## config.mk

```make
export PLATFORM = sky130hd
export DESIGN_NAME = imem_boot_loader
export DESIGN_NICKNAME = d
export VERILOG_FILES = /design/src/rtl/imem_boot_loader.sv
export SDC_FILE = /design/constraint.sdc
export NUM_CORES = 1
export LEC_CHECK = 0
export BUFFER_PORTS_ARGS = -buffer_cell sky130_fd_sc_hd__buf_4
export CORE_MARGIN = 3
export CORE_UTILIZATION = 50
export CTS_CLUSTER_DIAMETER = 60
export DETAILED_ROUTE_END_ITERATION = 10
export PLACE_DENSITY = 0.75
export SYNTH_ARGS = -nofsm -noshare
export SYNTH_HDL_FRONTEND = slang
export SYNTH_SLANG_ARGS = --single-unit
```

## constraint.sdc

```tcl
create_clock -name clk -period 6.05 [get_ports clk]
set_input_delay 0.3025 -clock clk [delete_from_list [all_inputs] [get_ports clk]]
set_output_delay 0.3025 -clock clk [all_outputs]
set_load 0.1 [all_outputs]
```

## src/rtl/imem_boot_loader.sv

```systemverilog
// imem_boot_loader: receives a length-prefixed big-endian byte stream and
// writes it into the instruction memory at consecutive word addresses,
// holding the core in reset until a complete program has been loaded.
module imem_boot_loader #(
   parameter int MAX_WORDS = 1024
) (
   input  logic        clk,
   input  logic        rst_n,
   input  logic        start,
   input  logic [7:0]  rx_data,
   input  logic        rx_valid,
   output logic        rx_ready,
   output logic        imem_we,
   output logic [31:0] imem_addr,
   output logic [31:0] imem_wdata,
   output logic        cpu_rst_n,
   output logic        busy,
   output logic        done,
   output logic        err
);

   typedef enum logic [2:0] {
      S_IDLE   = 3'd0,
      S_LEN_HI = 3'd1,
      S_LEN_LO = 3'd2,
      S_DATA   = 3'd3,
      S_WRITE  = 3'd4,
      S_DONE   = 3'd5,
      S_ERR    = 3'd6
   } state_t;

   localparam logic [15:0] MAX_LEN = 16'(MAX_WORDS);

   state_t      state_r;
   state_t      state_nxt_s;
   logic [15:0] len_r;      // program length N in words
   logic [9:0]  k_r;        // index of the word being assembled
   logic [1:0]  cnt_r;      // bytes of the current word received so far
   logic [31:0] asm_r;      // word assembly shift register

   logic        xfer_s;
   logic [15:0] len_full_s;
   logic        last_word_s;

   // Outputs are pure decodes of the registered state and datapath, so no
   // rx_* input can reach an output combinationally.
   assign rx_ready   = (state_r == S_LEN_HI) || (state_r == S_LEN_LO) || (state_r == S_DATA);
   assign imem_we    = (state_r == S_WRITE);
   assign imem_addr  = {22'd0, k_r};
   assign imem_wdata = asm_r;
   assign busy       = rx_ready || (state_r == S_WRITE);
   assign done       = (state_r == S_DONE);
   assign err        = (state_r == S_ERR);
   assign cpu_rst_n  = (state_r == S_DONE);

   assign xfer_s      = rx_valid && rx_ready;
   // Full length as it stands while the low length byte is on the link.
   assign len_full_s  = {len_r[15:8], rx_data};
   // k never exceeds N-1 because N <= MAX_WORDS is checked before DATA.
   assign last_word_s = ({6'd0, k_r} == (len_r - 16'd1));

   // State register.
   always_ff @(posedge clk or negedge rst_n) begin
      if (!rst_n) begin
         state_r <= S_IDLE;
      end else begin
         state_r <= state_nxt_s;
      end
   end

   // Next-state decode: stream framing, length checks and word sequencing.
   always_comb begin
      state_nxt_s = state_r;
      case (state_r)
         S_IDLE, S_DONE, S_ERR: begin
            if (start) begin
               state_nxt_s = S_LEN_HI;
            end else begin
               state_nxt_s = state_r;
            end
         end
         S_LEN_HI: begin
            if (xfer_s) begin
               state_nxt_s = S_LEN_LO;
            end else begin
               state_nxt_s = S_LEN_HI;
            end
         end
         S_LEN_LO: begin
            if (!xfer_s) begin
               state_nxt_s = S_LEN_LO;
            end else if (len_full_s == 16'd0) begin
               state_nxt_s = S_DONE;
            end else if (len_full_s > MAX_LEN) begin
               state_nxt_s = S_ERR;
            end else begin
               state_nxt_s = S_DATA;
            end
         end
         S_DATA: begin
            if (xfer_s && (cnt_r == 2'd3)) begin
               state_nxt_s = S_WRITE;
            end else begin
               state_nxt_s = S_DATA;
            end
         end
         S_WRITE: begin
            if (last_word_s) begin
               state_nxt_s = S_DONE;
            end else begin
               state_nxt_s = S_DATA;
            end
         end
         default: begin
            state_nxt_s = S_IDLE;
         end
      endcase
   end

   // Datapath: length capture, byte assembly and word index advance.
   always_ff @(posedge clk or negedge rst_n) begin
      if (!rst_n) begin
         len_r <= 16'd0;
         k_r   <= 10'd0;
         cnt_r <= 2'd0;
         asm_r <= 32'd0;
      end else begin
         case (state_r)
            S_LEN_HI: begin
               if (xfer_s) begin
                  len_r[15:8] <= rx_data;
               end
            end
            S_LEN_LO: begin
               if (xfer_s) begin
                  len_r[7:0] <= rx_data;
                  k_r        <= 10'd0;
                  cnt_r      <= 2'd0;
               end
            end
            S_DATA: begin
               if (xfer_s) begin
                  asm_r <= {asm_r[23:0], rx_data};
                  cnt_r <= cnt_r + 2'd1;
               end
            end
            S_WRITE: begin
               if (!last_word_s) begin
                  k_r   <= k_r + 10'd1;
                  cnt_r <= 2'd0;
               end
            end
            default: begin
            end
         endcase
      end
   end

endmodule

```

==> impl_metrics.csv <==
group,metric,value,unit
status,outcome,"complete, no violations",
clock_network,htree_levels,3,
clock_network,cts_setup_buffers,0,
synth,synth_cell_types,50,
grt,grt_max_degree,64,
flow_run,maxCapViolCount,0,
sta,relSlewSlack,29.6,%
clock_network,clk_pin_slew_worst_paths,70,ps
grt,antenna_found_initial,0,
sta,drv_slew,0,
clock_network,post_cts_resized,0,
synth,synth_edf_count,0,
cells_and_area,layout.nets,381,
clock_network,clkLatencyLatePin,340,ps
clock_network,clk_path_buf_depth,2,
place,post-dp-hpwl,4700,µm
drt,drtIter0Drc,158,
sta,hold_viol,0,
synth,async_reset_ff_share,100,%
drt,drt_wl_total,6590,µm
cells_and_area,layout_commonest_cell,"dfrtp_1",
sta,period_share,62.6,%
worst_setup_path,worstSetupEndpointType,"register",
sta,worstMarginPinSlew,1050,ps
worst_setup_path,cpPeakStageDelay,870,ps
worst_setup_path,crit_fanout,23,
worst_setup_path,cp_cell_sequence,"nor3_1 > a21oi_1 > or4b_1 > or4_4 > o31ai_4 > or4_2 > a21oi_1",
floorplanning,die-width,88.0,µm
grt,overflow,0,
worst_setup_path,worst_ep_required_time,6240,ps
synth,ys.flop_type,"dfrtp_1",
cells_and_area,area_growth_syn_to_layout,17.2,%
place,gp_congestion,0.877,
floorplanning,die_h,88.0,µm
sta,max_freq,264,MHz
sta,final.setup.tns,0,ps
clock_network,cts_tree,"yes",
grt,grt_pass1_vias,2337,
synth,synthCells,313,
synth,synth_area,3360,µm²
drt,wire_per_inst,14.8,µm
sta,finalClockSkew,12.3,ps
place,port_buffers,59,
worst_setup_path,slowest_stage,"nor3_1",
floorplanning,dieArea,7750,µm²
sta,finalSetupViolCount,0,
cells_and_area,final_cell_mix,"dfrtp_1 (63), buf_4 (60), mux2_2 (42)",
cells_and_area,n_antenna_cell,0,
drt,first_pass_iters,4,
floorplanning,rows,29,
floorplanning,boundaryPins,82,
synth,ys_seq_area_share,46.9,%
drt,via_per_inst,5.45,
clock_network,clock-root-buffer,"clkbuf_8",
drt,drc,0,
worst_setup_path,cp_common_cell,"a21oi_1",
sta,grt_setup_unrepaired,"false",
synth,yosys_warnings,0,
worst_setup_path,critPathArrivalTime,3970,ps
drt,via_count,2432,
floorplanning,core,6420,µm²
synth,synth_seq_cells,63,
grt,grt.total_usage,18.7,%
drt,ant_nets,0,
sta,finalCriticalPeriod,3780,ps
synth,postSynthAreaPerCell,10.7,µm²
worst_setup_path,crit_buf_inv,0,
clock_network,clock_sinks,63,
worst_setup_path,cp_top_family,"simple AND/OR/NAND/NOR gates",
clock_network,cts_buffers,9,
clock_network,holdBufCountCts,0,
hold_path,hp-class,"in2async",
cells_and_area,drive_above_1_share,35.0,%
grt,grt_pass1_wl,11300,µm
worst_setup_path,critical_path_class,"reg2reg",
floorplanning,start_util,52.4,%
cells_and_area,fillers,540,
worst_setup_path,cp-start-kind,"register",
-- final timing paths --
| path | endpoint | slack, ps | cells after the start | start |
|---|---|---|---|---|
| max in group asynchronous | imem_wdata[10]$_DFFE_PN0P_ | 5490 | 1 | rst_n |
| worst min register to register | imem_wdata[24]$_DFFE_PN0P_ | 500 | 1 | imem_wdata[24]$_DFFE_PN0P_ |
| worst max register to register | k_r[9]$_DFFE_PN0P_ | 2270 | 7 | len_r[2]$_DFFE_PN0P_ |
| worst max-delay path | k_r[9]$_DFFE_PN0P_ | 2270 | 7 | len_r[2]$_DFFE_PN0P_ |
| worst min-delay path | k_r[8]$_DFFE_PN0P_ | 40 | 1 | rst_n |
| min in group clk | len_r[5]$_DFFE_PN0P_ | 200 | 3 | rx_data[5] |
-- sequential cells by signal (all words and copies together) (netlist names) --
signal	flops
state_r	3
k_r	10
len_r	16
imem_wdata	32
cnt_r	2
-- per-layer routing --
| metal | wire length (µm) | track usage [%] |
|---|---|---|
| met5 | 0 | 0 |
| met2 | 3180 | 30.1 |
| met3 | 292 | 3.20 |
| met4 | 157 | 8.93 |
| met1 | 2960 | 24.8 |
-- through the flow --
step	utilization [%]	hold WS [ps]	instances	cell area (µm²)	worst slack, ps
2_1_floorplan	-	6.91	334	3440	2910
3_3_place_gp	58.1	437	432	3730	2420
3_5_place_dp	58.1	440	432	3730	2310
4_1_cts	61.4	71.4	446	3940	2300
5_1_grt	61.4	105	446	3940	1910
6_report	61.4	43.1	446	3940	2270
-- cells in the mapped netlist (3+ instances only) --
master     n  area, µm²
a21oi_1    9       45.0
and2_1     7       43.8
buf_4     23        173
clkbuf_1  12       45.0
dfrtp_1   63       1580
ha_1       3       37.5
inv_1      7       26.3
mux2_2    42        473
nand2_1   32        120
nand3_1   11       55.1
nand4_1    5       31.3
nor2_1    10       37.5
nor2b_1    5       31.3
nor3_1     3       15.0
nor4_1     5       31.3
o211ai_1   7       52.6
o21ai_0    9       45.0
o31ai_1    6       45.0
xnor2_1    9       78.8
xor2_1     5       43.8
-- logic make-up (layout without fill, tap and decap cells) --
kind of cell | after synthesis | after routing | synth area share (%)
multiplexers | 42 | 42 | 14.1
flip-flops | 63 | 63 | 46.9
other | 1 | 22 | 0.111
AND/OR/NAND/NOR | 99 | 99 | 16.4
AO/OA/AOI/OAI | 45 | 45 | 9.41
XOR/XNOR | 14 | 14 | 3.64
adder cells (fa/ha/maj) | 3 | 3 | 1.12
buffers and inverters | 46 | 81 | 8.44
-- layout make-up --
class                           instances  area, µm²  area share, %
Inverter                                7       26.3          0.666
Sequential cell                        63       1580           40.0
Tap cell                               77       96.3           2.44
Clock buffer                           11        141           3.59
Timing Repair Buffer                   60        450           11.4
Multi-Input combinational cell        225       1580           40.1
Clock inverter                          3       68.8           1.75
Power is not shown: default switching activity piles up to over one toggle a cycle in this logic, so the estimate is an artifact.
